==> config.mk <==
export PLATFORM = sky130hd
export DESIGN_NAME = dmem_req
export DESIGN_NICKNAME = d
export VERILOG_FILES = /design/src/rtl/dmem_req.sv
export SDC_FILE = /design/constraint.sdc
export NUM_CORES = 1
export LEC_CHECK = 0
export ABC_AREA = 1
export ABC_CLOCK_PERIOD_IN_PS = 5500
export BUFFER_PORTS_ARGS = -buffer_cell sky130_fd_sc_hd__buf_4
export CORE_AREA = 2 2 84 86
export CTS_BUF_LIST = sky130_fd_sc_hd__clkbuf_16
export CTS_CLUSTER_SIZE = 14
export DETAILED_ROUTE_END_ITERATION = 7
export DIE_AREA = 0 0 86 88
export HOLD_SLACK_MARGIN = 0.08
export PLACE_DENSITY = 0.82
export SLEW_MARGIN = 20
export SYNTH_ARGS = -nofsm -noshare
export SYNTH_HDL_FRONTEND = slang
export SYNTH_SLANG_ARGS = --single-unit
==> constraint.sdc <==
create_clock -name clk -period 5.5 [get_ports clk]
set_input_delay 1.65 -clock clk [delete_from_list [all_inputs] [get_ports clk]]
set_output_delay 1.65 -clock clk [all_outputs]
set_load 0.005 [all_outputs]
==> src/rtl/dmem_req.sv <==
// Data-SRAM issue stage at the EX/MEM boundary: formats load/store requests,
// flags misaligned addresses, issues each request once, and holds load data for MEM.
module dmem_req #(
    parameter int STALL_W = 6
) (
    input  logic               clk,
    input  logic               rst,
    input  logic               flush,
    input  logic [STALL_W-1:0] stall,
    input  logic [7:0]         ex_mem_op,
    input  logic [31:0]        ex_addr,
    input  logic [31:0]        ex_rt_data,
    input  logic               mem_ld_fire,
    output logic               data_sram_en,
    output logic [3:0]         data_sram_wen,
    output logic [31:0]        data_sram_addr,
    output logic [31:0]        data_sram_wdata,
    input  logic [31:0]        data_sram_rdata,
    output logic [31:0]        ld_rdata,
    output logic               adel,
    output logic               ades,
    output logic               stallreq_mem
);

    localparam logic STOP = 1'b1;

    typedef enum logic [1:0] {
        IDLE      = 2'd0,
        WAIT_DATA = 2'd1,
        HELD      = 2'd2
    } ld_state_e;

    // st_op is {sb, sh, sw}
    function automatic logic [3:0] store_wen(input logic [2:0] st_op, input logic [1:0] a);
        logic [3:0] w;
        case (st_op)
            3'b100:  w = 4'b0001 << a;
            3'b010:  w = a[1] ? 4'b1100 : 4'b0011;
            3'b001:  w = 4'b1111;
            default: w = 4'b0000;
        endcase
        return w;
    endfunction

    function automatic logic [31:0] store_wdata(input logic [2:0] st_op, input logic [31:0] rt);
        logic [31:0] d;
        case (st_op)
            3'b100:  d = {4{rt[7:0]}};
            3'b010:  d = {2{rt[15:0]}};
            3'b001:  d = rt;
            default: d = 32'h0000_0000;
        endcase
        return d;
    endfunction

    ld_state_e   state_r;
    ld_state_e   state_n;
    logic        issued_r;
    logic        issued_n;
    logic [31:0] hold_r;
    logic [31:0] hold_n;

    logic        is_sh_s;
    logic        is_sw_s;
    logic        is_half_ld_s;
    logic        is_lw_s;
    logic        load_s;
    logic        op_valid_s;
    logic        adel_s;
    logic        ades_s;
    logic        ld_ok_s;
    logic        issue_s;
    logic        ld_issue_s;
    logic        unused_stall_s;

    assign is_sh_s      = ex_mem_op[6];
    assign is_sw_s      = ex_mem_op[5];
    assign is_half_ld_s = ex_mem_op[2] | ex_mem_op[1];
    assign is_lw_s      = ex_mem_op[0];
    assign load_s       = |ex_mem_op[4:0];
    assign op_valid_s   = |ex_mem_op;

    assign adel_s = (is_half_ld_s & ex_addr[0]) | (is_lw_s & (ex_addr[1:0] != 2'b00));
    assign ades_s = (is_sh_s & ex_addr[0]) | (is_sw_s & (ex_addr[1:0] != 2'b00));

    // A load may only go out once the previous load's data slot is free or being drained.
    assign ld_ok_s    = (state_r == IDLE) | mem_ld_fire;
    assign issue_s    = !rst & op_valid_s & !adel_s & !ades_s & !flush & !issued_r
                        & (load_s ? ld_ok_s : 1'b1);
    assign ld_issue_s = issue_s & load_s;

    assign data_sram_en    = issue_s;
    assign data_sram_wen   = issue_s ? store_wen(ex_mem_op[7:5], ex_addr[1:0]) : 4'b0000;
    assign data_sram_wdata = issue_s ? store_wdata(ex_mem_op[7:5], ex_rt_data) : 32'h0000_0000;
    assign data_sram_addr  = rst ? 32'h0000_0000 : ex_addr;

    assign adel         = adel_s;
    assign ades         = ades_s;
    assign stallreq_mem = !rst & load_s & !adel_s & !issued_r & !ld_ok_s & !flush;
    assign ld_rdata     = rst ? 32'h0000_0000
                              : ((state_r == WAIT_DATA) ? data_sram_rdata : hold_r);

    assign unused_stall_s = ^{stall[STALL_W-1:3], stall[1:0]};

    // Next-state logic for the issue-once flag, the load-data FSM and the hold register.
    always_comb begin
        issued_n = issued_r;
        hold_n   = hold_r;
        state_n  = state_r;

        if (flush) begin
            issued_n = 1'b0;
        end else if (stall[2] != STOP) begin
            issued_n = 1'b0;
        end else if (issue_s) begin
            issued_n = 1'b1;
        end else begin
            issued_n = issued_r;
        end

        if (flush) begin
            hold_n = 32'h0000_0000;
        end else if (state_r == WAIT_DATA) begin
            hold_n = data_sram_rdata;
        end else begin
            hold_n = hold_r;
        end

        case (state_r)
            IDLE: begin
                if (ld_issue_s) begin
                    state_n = WAIT_DATA;
                end else begin
                    state_n = IDLE;
                end
            end
            WAIT_DATA: begin
                if (mem_ld_fire) begin
                    state_n = ld_issue_s ? WAIT_DATA : IDLE;
                end else begin
                    state_n = HELD;
                end
            end
            HELD: begin
                if (mem_ld_fire) begin
                    state_n = ld_issue_s ? WAIT_DATA : IDLE;
                end else begin
                    state_n = HELD;
                end
            end
            default: state_n = IDLE;
        endcase

        if (flush) begin
            state_n = IDLE;
        end else begin
            state_n = state_n;
        end
    end

    // State registers with synchronous reset.
    always_ff @(posedge clk) begin
        if (rst) begin
            state_r  <= IDLE;
            issued_r <= 1'b0;
            hold_r   <= 32'h0000_0000;
        end else begin
            state_r  <= state_n;
            issued_r <= issued_n;
            hold_r   <= hold_n;
        end
    end

endmodule

### After elaboration in Yosys (flattened, before gate mapping)

Cells that the tools add are included.

| operators by class | value |
|---|---|
| add/subtract/negate cells | 0 |
| $mul | 0 |
| divide/modulo/power cells | 0 |
| $lt $le $gt $ge | 0 |
| equal/unequal tests | 5 |
| shifts and indexed selects | 1 |
| mux-type cells | 12 |
| bitwise logic cells | 21 |
| reduce and logical (&&, ||, !) cells | 13 |

Operators by type and width:

| operator | count |
|---|---|
| two-way mux 32 bit | 4 |
| case mux 32 bit (3 select lines) | 1 |
| AND 1 bit | 16 |
| case mux 4 bit (3 select lines) | 1 |
| two-way mux 4 bit | 2 |
| OR reduction 8 bit | 1 |
| logical NOT 1 bit | 6 |
| OR reduction 5 bit | 1 |
| OR 1 bit | 4 |
| case mux 2 bit (2 select lines) | 1 |
| OR reduction 2 bit | 2 |
| left shift 1 x 2 -> 4 bit, first input constant | 1 |
| == test 3 x 1 -> 1 bit, second input constant | 1 |
| == test 3 x 2 -> 1 bit, second input constant | 1 |
| == test 3 bit, second input constant | 1 |
| OR reduction 3 bit | 1 |
| == test 2 x 1 -> 1 bit, second input constant | 1 |
| == test 2 bit, second input constant | 1 |
| logical NOT 2 bit | 1 |
| two-way mux 1 bit | 2 |
| two-way mux 2 bit | 1 |
| nonzero test 2 bit | 1 |
| inverter 1 bit | 1 |

| word-level totals | value |
|---|---|
| register bits after elaboration | 35 |
| bits in latches | 0 |
| bits in writable memories | 0 |
| bits in read-only memories | 0 |
| output and inout port bits | 104 |
| word-level logic and storage cells | 55 |
| memories kept | 0 |

### Longest topological paths before layout

Gate-level depths: netlist of run 1.

| logic depth | value |
|---|---|
| depth after elaboration | 13 |
| mapped depth | 9 |
| depth with buffers taken out | 8 |

### Worst setup path before layout of run 1

No wires, ideal clock.

| timing | value |
|---|---|
| path kind | input port to output port |
| start | in ex_mem_op[1] |
| end | out data_sram_wdata[0] |
| arrival | 2.481 ns |
| path slack | 1.369 ns |
| stages on the path | 7 |
| buffers on the path | 2 |
| cells stage by stage | o21ai_0 > nand2_2 > nor2_2 > nand3_2 > buf_6 > buf_12 > nor2_4 |

| on the way | value |
|---|---|
| word-level cells in the longest chain between the ends | 10 |
| elaborated cells on any way between the ends | 14 |
| those cells by class | mux (2); bitwise (9); reduce/logical (3) |

Ends and longest elaborated chain:

| element | RTL line | RTL |
|---|---|---|
| start: declaration | 10 | `input logic [7:0] ex_mem_op,` |
| OR 1 bit | 78 | `assign is_half_ld_s = ex_mem_op[2] \| ex_mem_op[1];` |
| AND 1 bit | 83 | `assign adel_s = (is_half_ld_s & ex_addr[0]) \| (is_lw_s & (ex_addr[1:0] != 2'b00));` |
| OR 1 bit | 83 |  |
| via adel | 20 | `output logic adel,` |
| logical NOT 1 bit | 88 | `assign issue_s = !rst & op_valid_s & !adel_s & !ades_s & !flush & !issued_r` |
| AND 1 bit (4 in series) | 88 |  |
| AND 1 bit | 89 | `& (load_s ? ld_ok_s : 1'b1);` |
| two-way mux 32 bit | 94 | `assign data_sram_wdata = issue_s ? store_wdata(ex_mem_op[7:5], ex_rt_data) : 32'h0000_0000;` |
| end: declaration | 17 | `output logic [31:0] data_sram_wdata,` |

The timed path passes the listed nets, and every way through them passes these cells.

### Worst setup path after layout of run 1

| timing | value |
|---|---|
| start | in flush |
| end | out data_sram_wdata[8] |

| on the way | value |
|---|---|
| word-level cells in the longest chain between the ends | 5 |

Ends and longest elaborated chain:

| element | RTL line | RTL |
|---|---|---|
| start: declaration | 8 | `input logic flush,` |
| logical NOT 1 bit | 88 |  |
| AND 1 bit (2 in series) | 88 |  |
| AND 1 bit | 89 |  |
| two-way mux 32 bit | 94 |  |

No other way between the ends.

==> impl_metrics.ini, run 1 <==
[status]
status = finished, final reports clean

[worst_setup_path]
rr_startpoint = state_r[1]$_SDFF_PP0_
crit_path_end = data_sram_wdata[8]
critPathCaptureType = output port
crit_type = in2out
cp_max_fo = 27
worst-r2r-setup-slack_ps = 3640
start_kind = primary input
timing.rr.end = hold_r[11]$_SDFF_PP0_
cp_data_required_time_ps = 3850
r2r.worst_path.cells = 4
cp-startpoint = flush
crit_arrival_ps = 3170

[place]
pre_cts_ws_ps = 647
place_congestion = 0.886
hpwl_um = 6770
io_buffers = 212
placed_cells = 651

[synth]
yosysSeqAreaShare_pct = 28.8
synthTopCellsByCount = 139 x nor2_1, 51 x inv_1, 35 x dfxtp_1, 32 x mux2i_1, 26 x a21oi_1
syn_inst = 377
synthArstFlopShare_pct = 0
yosysMostFrequentCell = nor2_1
synthFlopType = dfxtp_1
yosysTopAreaCellShare_pct = 28.8
synth-seq-cells = 35
netlist_top_cells_area = dfxtp_1 29%, nor2_1 21%, mux2i_1 13%
synth_warnings = 0
yosysTopAreaCell = dfxtp_1
synth_edf_count = 0
syn-mean-instance-area_um2 = 6.46
synth.cell_area_um2 = 2430
synth_cell_type_count = 26
synthesis.nets = 494

[clock_network]
cts_buffers = 5
cts_hold_buf = 0
cts.sinks = 35
cts_max_level = 2
cts_setup_buffers = 0
cts_tree = yes
clk_pin_slew_ps = 50
clock-root-buffer = clkbuf_16
cts_max_path_buffers = 2
clkLatencyLatePin_ps = 270
cts_resized = 0

[timing]
fin_skew_ps = 4.69
tns_ps = 0
hold_viol = 0
clock.fmax_ghz = 0.208
worst_slack_ps = 684
fin_crit_sh_pct = 87.6
grt_setup_unrepaired = no
worstMarginPinSlew_ps = 989
fin_crit_ps = 4820
max-slew-margin-rel_pct = 34.1
slew_viol_final = 0
finalSetupViolations = 0

[final_layout]
final_nets = 695
seq_area_um2 = 701
syn_to_final_growth_pct = 72.0
multiInputGateArea_um2 = 1410
stdcell_count = 659
diodes = 0
drive_gt1_share_pct = 41.5
fillers = 603

[global_routing]
grt_pass1_vias = 2843
use_met1_pct = 22.1
grt.total_usage_pct = 20.8
gr-usage-met3_pct = 5.94
grt-ovfl-total = 0
top_usage_layer = met2
globalRouteMet2Util_pct = 40.0
antenna_found_initial = 0
grt_pass1_wl_um = 12800
grt_max_degree = 65

[drt]
wl_um = 8430
num_vias = 3081
viasPerCell = 4.68
drc_errors = 0
dr.pass1.iters = 4
drtIter0Drc = 59
wl_per_cell_um = 12.8
drtAntennaViolNets = 0

[power_and_ir_drop]
power.total_w = 0.000673
power.density_nw_per_um2 = 161
vdd_drop_max_mv = 0.108
p_leak_nw = 2.13

[hold_path]
hp-class = reg2reg

[floorplanning]
rows = 30
io_pins = 218
initial_utilization_pct = 36.6
core_area_um2 = 6640
die_h_um = 88
dieWidth_um = 86
die_area_um2 = 7570

[run]
cap_viol_max_count = 0
[report_power, final]
group,internal (W),switching [W]
logic,0.0000885,0.0000735
registers,0.000255,0.000000232
clock network,0.000162,0.0000936
[layer usage]
metal	routed length, µm	vias to the layer above
met5	0	-
li1	-	1563
met2	4460	139
met3	838	14
met1	3010	1365
met4	123	0
[state kept, by name, indices dropped and copies added (netlist names)]
register,count
issued_r,1
state_r,2
hold_r,32
[cell families after synthesis]
family                   after synthesis  synth area share, %
buffers and inverters                 76                 13.3
AND/OR/NAND/NOR                      184                 32.4
AO/OA/AOI/OAI                         47                 10.8
flip-flops                            35                 28.8
multiplexers                          32                 13.2
adder cells (fa/ha/maj)                3                 1.54
[how the worst min path moves through the flow]
| stage | from | to | slack, ps | cells past startpoint |
|---|---|---|---|---|
| finish | issued_r$_SDFFE_PP0P_ | issued_r$_SDFFE_PP0P_ | 450 | 2 |
| global route | issued_r$_SDFFE_PP0P_ | issued_r$_SDFFE_PP0P_ | 480 | 2 |
| CTS | issued_r$_SDFFE_PP0P_ | issued_r$_SDFFE_PP0P_ | 460 | 2 |
| floorplan | issued_r$_SDFFE_PP0P_ | issued_r$_SDFFE_PP0P_ | 430 | 2 |
| detailed placement | issued_r$_SDFFE_PP0P_ | issued_r$_SDFFE_PP0P_ | 450 | 2 |
| global placement | issued_r$_SDFFE_PP0P_ | issued_r$_SDFFE_PP0P_ | 440 | 2 |
[worst max-delay path, stage by stage]
cell and delay (ps):
buf_4 100, nor2_1 190, nand2_1 130, nor2_2 130
nand3_2 330, buf_12 310, nor2_1 160, buf_4 140
[cell type report]
type | instances | share of cell area [%]
clock inverters | 3 | 0.269
inverters | 54 | 4.84
repair buffers | 216 | 39.0
multi-input cells | 266 | 33.7
clock buffers | 5 | 2.99
flip-flops and latches | 35 | 16.7
well taps | 80 | 2.39
[metrics by stage]
step                      hold slack, ps  utilization (%)  instance area, µm²
after floorplan                      431                -                2430
after global placement               438             60.9                4050
after detailed placement             451             60.9                4050
after CTS                            458             63.0                4190
after global routing                 478             63.0                4190
final                                452             63.0                4190
[cell usage in the layout (no fill, tap or decap), types with 3 or more instances in the layout]
master     netlist  final
o21ai_0          8      8
a21oi_1         26     26
o22ai_1          4      4
nor3_1           3      3
mux2i_1         32     32
buf_4            1    215
clkbuf_16        0      5
nor2_4           9      9
inv_2            3      3
dfxtp_1         35     35
nand2_1         24     24
a22oi_1          7      7
inv_1           51     52
nor2_1         139    139
Power figures use the tool's default switching activity.
==> inputs of run 2 (changes only) <==
Settings changed: BUFFER_PORTS_ARGS -buffer_cell sky130_fd_sc_hd__buf_4 to default, DONT_BUFFER_PORTS from default to 1, PLACE_DENSITY 0.82 to 0.54.
==> run 2 against run 1 <==
Net effect:
- via count shrank 25%
- flip-flop and latch count stayed put
- sequential share of layout area increased by 10 points
- combinational power fell by 59%
- die area stayed put
- count of clock-buffer cells in the layout is the same
- global-route usage decreased by 5.4 points
- non-clock buffer count is 214 lower
- design area decreased by 38%
- fmax is 7.6% higher
- total power fell by 5.3%
- critical endpoint is now data_sram_wdata[15]
==> impl_metrics.ini, run 2 (synthesis gave the netlist of run 1 again) <==
[timing]
finalSetupViolations = 0
max-slew-margin-rel_pct = 31.1
tns_ps = 0
slew_viol_final = 0
fin_skew_ps = 3.85
hold_viol = 0
fin_crit_sh_pct = 81.4
clock.fmax_ghz = 0.223
fin_crit_ps = 4470
worstMarginPinSlew_ps = 1030
grt_setup_unrepaired = no

[worst_setup_path]
cp_max_fo = 16
critPathCaptureType = output port
crit_slowest_cell = nand2_1
cp_data_required_time_ps = 3850
critPathTopFamily = simple AND/OR/NAND/NOR gates
crit_buf_inv = 1
critPathMaxStageDelay_ps = 430
cp-startpoint = ex_mem_op[7]
cp_cell_sequence = inv_1 > nand3_1 > nand2_1 > a21oi_1 > nor2_4
start_kind = primary input
rr_startpoint = state_r[1]$_SDFF_PP0_
crit_arrival_ps = 2820
crit_type = in2out

[global_routing]
top_usage_layer = met2
grt-ovfl-total = 0
grt_pass1_wl_um = 9320
antenna_found_initial = 0
globalRouteMet2Util_pct = 25.1
use_met1_pct = 19.9
grt_pass1_vias = 1879
gr-usage-met3_pct = 4.24
grt.total_usage_pct = 15.5
grt_max_degree = 66

[clock_network]
clkLatencyLatePin_ps = 270
clk_pin_slew_ps = 50
cts_resized = 0
cts_hold_buf = 0
cts_setup_buffers = 0
cts_max_level = 2
clock-root-buffer = clkbuf_16
cts_buffers = 5
cts_tree = yes
cts.sinks = 35
cts_max_path_buffers = 2

[hold_path]
hold_start = issued_r$_SDFFE_PP0P_
hp-class = reg2reg

[place]
place_congestion = 0.837
hpwl_um = 5020
io_buffers = 0

[power_and_ir_drop]
vdd_drop_max_mv = 0.128
power.density_nw_per_um2 = 245
p_leak_nw = 1.06
power.total_w = 0.000637

[floorplanning]
die_area_um2 = 7570
dieWidth_um = 86
initial_utilization_pct = 36.6
rows = 30
die_h_um = 88
io_pins = 218
core_area_um2 = 6640

[final_layout]
final_cell_mix = 139 x nor2_1, 51 x inv_1, 35 x dfxtp_1
drive_gt1_share_pct = 7.95
largest-register = hold_r
top_regs = hold_r (32), state_r (2), issued_r (1)
syn_to_final_growth_pct = 6.79
largest_reg_flops = 32
final_common_cell = nor2_1
final_nets = 481
diodes = 0
fillers = 697

[drt]
wl_per_cell_um = 14.5
num_vias = 2297
viasPerCell = 5.16
drtIter0Drc = 116
dr.pass1.iters = 4
drc_errors = 0
wl_um = 6440
drtAntennaViolNets = 0

[status]
status = finished, final reports clean

[run]
cap_viol_max_count = 0
run 2: cell types whose count changed in the layout (fill, tap and decap cells not counted):
cell       change
buf_4        -213
clkinv_1       -2
buf_12         -1
bufinv_16      +1
clkinv_2       +1
clkinv_4       +1
inv_1          -1
run 2: where the power goes:
| group | leakage, nW | switching, W | internal (W) | total (W) |
|---|---|---|---|---|
| Combinational | 0.691 | 0.0000458 | 0.0000208 | 0.0000666 |
| Sequential | 0.282 | 0.000000211 | 0.000254 | 0.000255 |
| Clock | 0.0838 | 0.000103 | 0.000213 | 0.000316 |
run 2: per-stage QoR:
step	area, µm²	utilization, %	setup slack (ps)	hold WS (ps)	std cells
final	2600	39.1	1030	455	445
after CTS	2600	39.1	1020	458	445
after floorplan	2430	-	1370	431	377
after global routing	2600	39.1	822	507	445
after global placement	2430	36.6	1020	440	437
after detailed placement	2430	36.6	1020	448	437
run 2: tightest hold or removal path: stages (launching register included):
cell,delay [ps]
dfxtp_1,290
inv_1,60
a21oi_1,60
run 2: final timing paths:
path	to	cells after the start	slack [ps]
setup / recovery	data_sram_wdata[15]	5	1030
hold reg to reg	issued_r$_SDFFE_PP0P_	2	450
setup reg to reg	hold_r[25]$_SDFF_PP0_	4	3680
hold / removal	issued_r$_SDFFE_PP0P_	2	450
run 2: layout make-up:
type | count | area [µm²] | area share (%)
tap | 80 | 100 | 3.85
sequential | 35 | 701 | 27.0
clock buffer | 5 | 125 | 4.81
clock inverter | 3 | 43.8 | 1.69
inverter | 54 | 203 | 7.80
multi-input combinational | 266 | 1410 | 54.3
timing repair buffer | 2 | 15.0 | 0.578
run 2: layer usage:
layer	share of wire [%]	routed length, µm
met1	42	2700
met2	48	3090
met3	9.5	612
met4	0.68	44
met5	0	0
==> inputs of run 3 (changes only) <==
Settings changed: ABC_CLOCK_PERIOD_IN_PS 5500 to 4100, PLACE_DENSITY 0.54 to 0.56.
Clock period 5.5 ns to 4.1 ns, I/O delays scaled along.
==> run 3 against run 2 <==
Net effect:
- via count fell by 3.0%
- first-iteration DRC count fell by 53%
- total power rose by 30%
- design area barely moved
- combinational power rose by 32%
- core utilization barely moved
- critical path type unchanged
- critical endpoint unchanged
- largest power group unchanged
- highest routed layer unchanged
==> impl_metrics.ini, run 3 (synthesis gave the netlist of run 1 again) <==
[status]
status = finished, final reports clean

[final_layout]
largest-register = hold_r
drive_gt1_share_pct = 7.42
final_cell_mix = 139 x nor2_1, 52 x inv_1, 35 x dfxtp_1
stdcell_count = 444
syn_to_final_growth_pct = 6.89
top_regs = hold_r (32), state_r (2), issued_r (1)
final_common_cell = nor2_1
fillers = 726
diodes = 0
largest_reg_flops = 32
final_nets = 481

[timing]
fin_skew_ps = 7.26
worstMarginPinSlew_ps = 978
max-slew-margin-rel_pct = 34.7
fin_crit_ps = 3630
finalSetupViolations = 0
fin_crit_sh_pct = 88.5
slew_viol_final = 0
grt_setup_unrepaired = no
clock.fmax_ghz = 0.275
tns_ps = 0
hold_viol = 0

[global_routing]
grt-ovfl-total = 0
antenna_found_initial = 0
grt_pass1_wl_um = 8580
grt_max_degree = 66
grt.total_usage_pct = 13.9
grt_pass1_vias = 1905

[clock_network]
cts_buffers = 5
cts_tree = yes
cts_max_path_buffers = 2
cts_setup_buffers = 0
cts_hold_buf = 0
clk_pin_slew_ps = 50
clock-root-buffer = clkbuf_16
clkLatencyLatePin_ps = 270
cts_resized = 0
cts_max_level = 2
cts.sinks = 35

[power_and_ir_drop]
p_int_w = 0.000650
power.density_nw_per_um2 = 319
switchingPower_w = 0.000181
vdd_drop_max_mv = 0.146
p_leak_nw = 1.06
clkPwrFrac_pct = 48.3
power_frac_comb_pct = 10.6
switching_share_pct = 21.7
seqPwrFrac_pct = 41.1

[drt]
wl_per_cell_um = 13.3
drtAntennaViolNets = 0
viasPerCell = 5.02
drtIter0Drc = 54
drc_errors = 0
num_vias = 2228
dr.pass1.iters = 4
wl_um = 5900

[worst_setup_path]
worst-r2r-setup-slack_ps = 2320
start_kind = primary input
cp_data_required_time_ps = 2870
cp_cell_sequence = inv_1 > nand3_1 > nand2_1 > a21oi_1 > nor2_4
cp_max_fo = 16
crit_slowest_cell = nand2_1
crit_type = in2out
critPathMaxStageDelay_ps = 440
critPathCaptureType = output port
crit_arrival_ps = 2400

[floorplanning]
initial_utilization_pct = 36.6
rows = 30
die_area_um2 = 7570
dieWidth_um = 86
core_area_um2 = 6640
io_pins = 218
die_h_um = 88

[run]
cap_viol_max_count = 0

[hold_path]
hp-class = reg2reg

[place]
hpwl_um = 4720
placed_cells = 437
place_congestion = 0.843
io_buffers = 0
==> run 3: cell types whose count changed in the layout (fill, tap and decap cells not counted) <==
| cell | before | now |
|---|---|---|
| inv_1 | 51 | 52 |
| buf_4 | 2 | 1 |
| clkinv_4 | 1 | 0 |
| clkinv_2 | 1 | 0 |
| buf_12 | 0 | 1 |
==> run 3: power groups by stage <==
stage | clock [W] | combinational, W | sequential (W)
finish | 0.000401 | 0.0000878 | 0.000342
global placement | 0 | 0.0000880 | 0.000349
floorplan | 0 | 0.0000851 | 0.000349
detailed placement | 0 | 0.0000885 | 0.000349
global route | 0.000426 | 0.0000992 | 0.000342
CTS | 0.000414 | 0.0000887 | 0.000342
==> run 3: cell type report <==
class / count / area [µm²] / share of cell area, %
multi-input cells: 266 / 1410 / 54.3
clock buffers: 5 / 125 / 4.81
clock inverters: 2 / 33.8 / 1.30
flip-flops and latches: 35 / 701 / 26.9
well taps: 80 / 100 / 3.85
repair buffers: 2 / 27.5 / 1.06
inverters: 54 / 203 / 7.79
==> run 3: path summary, 6_finish.rpt <==
check                                           start                     to  cells past startpoint
worst min register to register  issued_r$_SDFFE_PP0P_  issued_r$_SDFFE_PP0P_                      2
worst max-delay path                     ex_mem_op[7]    data_sram_wdata[15]                      5
worst min-delay path            issued_r$_SDFFE_PP0P_  issued_r$_SDFFE_PP0P_                      2
worst max register to register  state_r[1]$_SDFF_PP0_  hold_r[21]$_SDFF_PP0_                      4
==> run 3: layer usage <==
| layer | track usage [%] | vias up | wire length [µm] |
|---|---|---|---|
| met2 | 24.9 | 120 | 2810 |
| met3 | 3.58 | 10 | 488 |
| met5 | 0 | - | 0 |
| met4 | 4.76 | 0 | 87 |
| met1 | 16.0 | 962 | 2510 |
| li1 | - | 1136 | - |
==> run 3: metrics by stage <==
step / utilization (%) / worst slack (ps) / area, µm² / hold WS, ps / power, W
after floorplan: - / 809 / 2430 / 431 / 0.000434
after global placement: 36.8 / 477 / 2440 / 443 / 0.000437
after detailed placement: 36.8 / 487 / 2440 / 450 / 0.000437
after CTS: 39.2 / 485 / 2600 / 458 / 0.000844
after global routing: 39.2 / 333 / 2600 / 475 / 0.000866
final: 39.2 / 470 / 2600 / 456 / 0.000831
==> run 3: worst max-delay path: cells and delay by family <==
| family | cells | cell delay, ps |
|---|---|---|
| compound gates | 1 | 160 |
| simple gates | 3 | 960 |
| buf+inv | 1 | 50 |
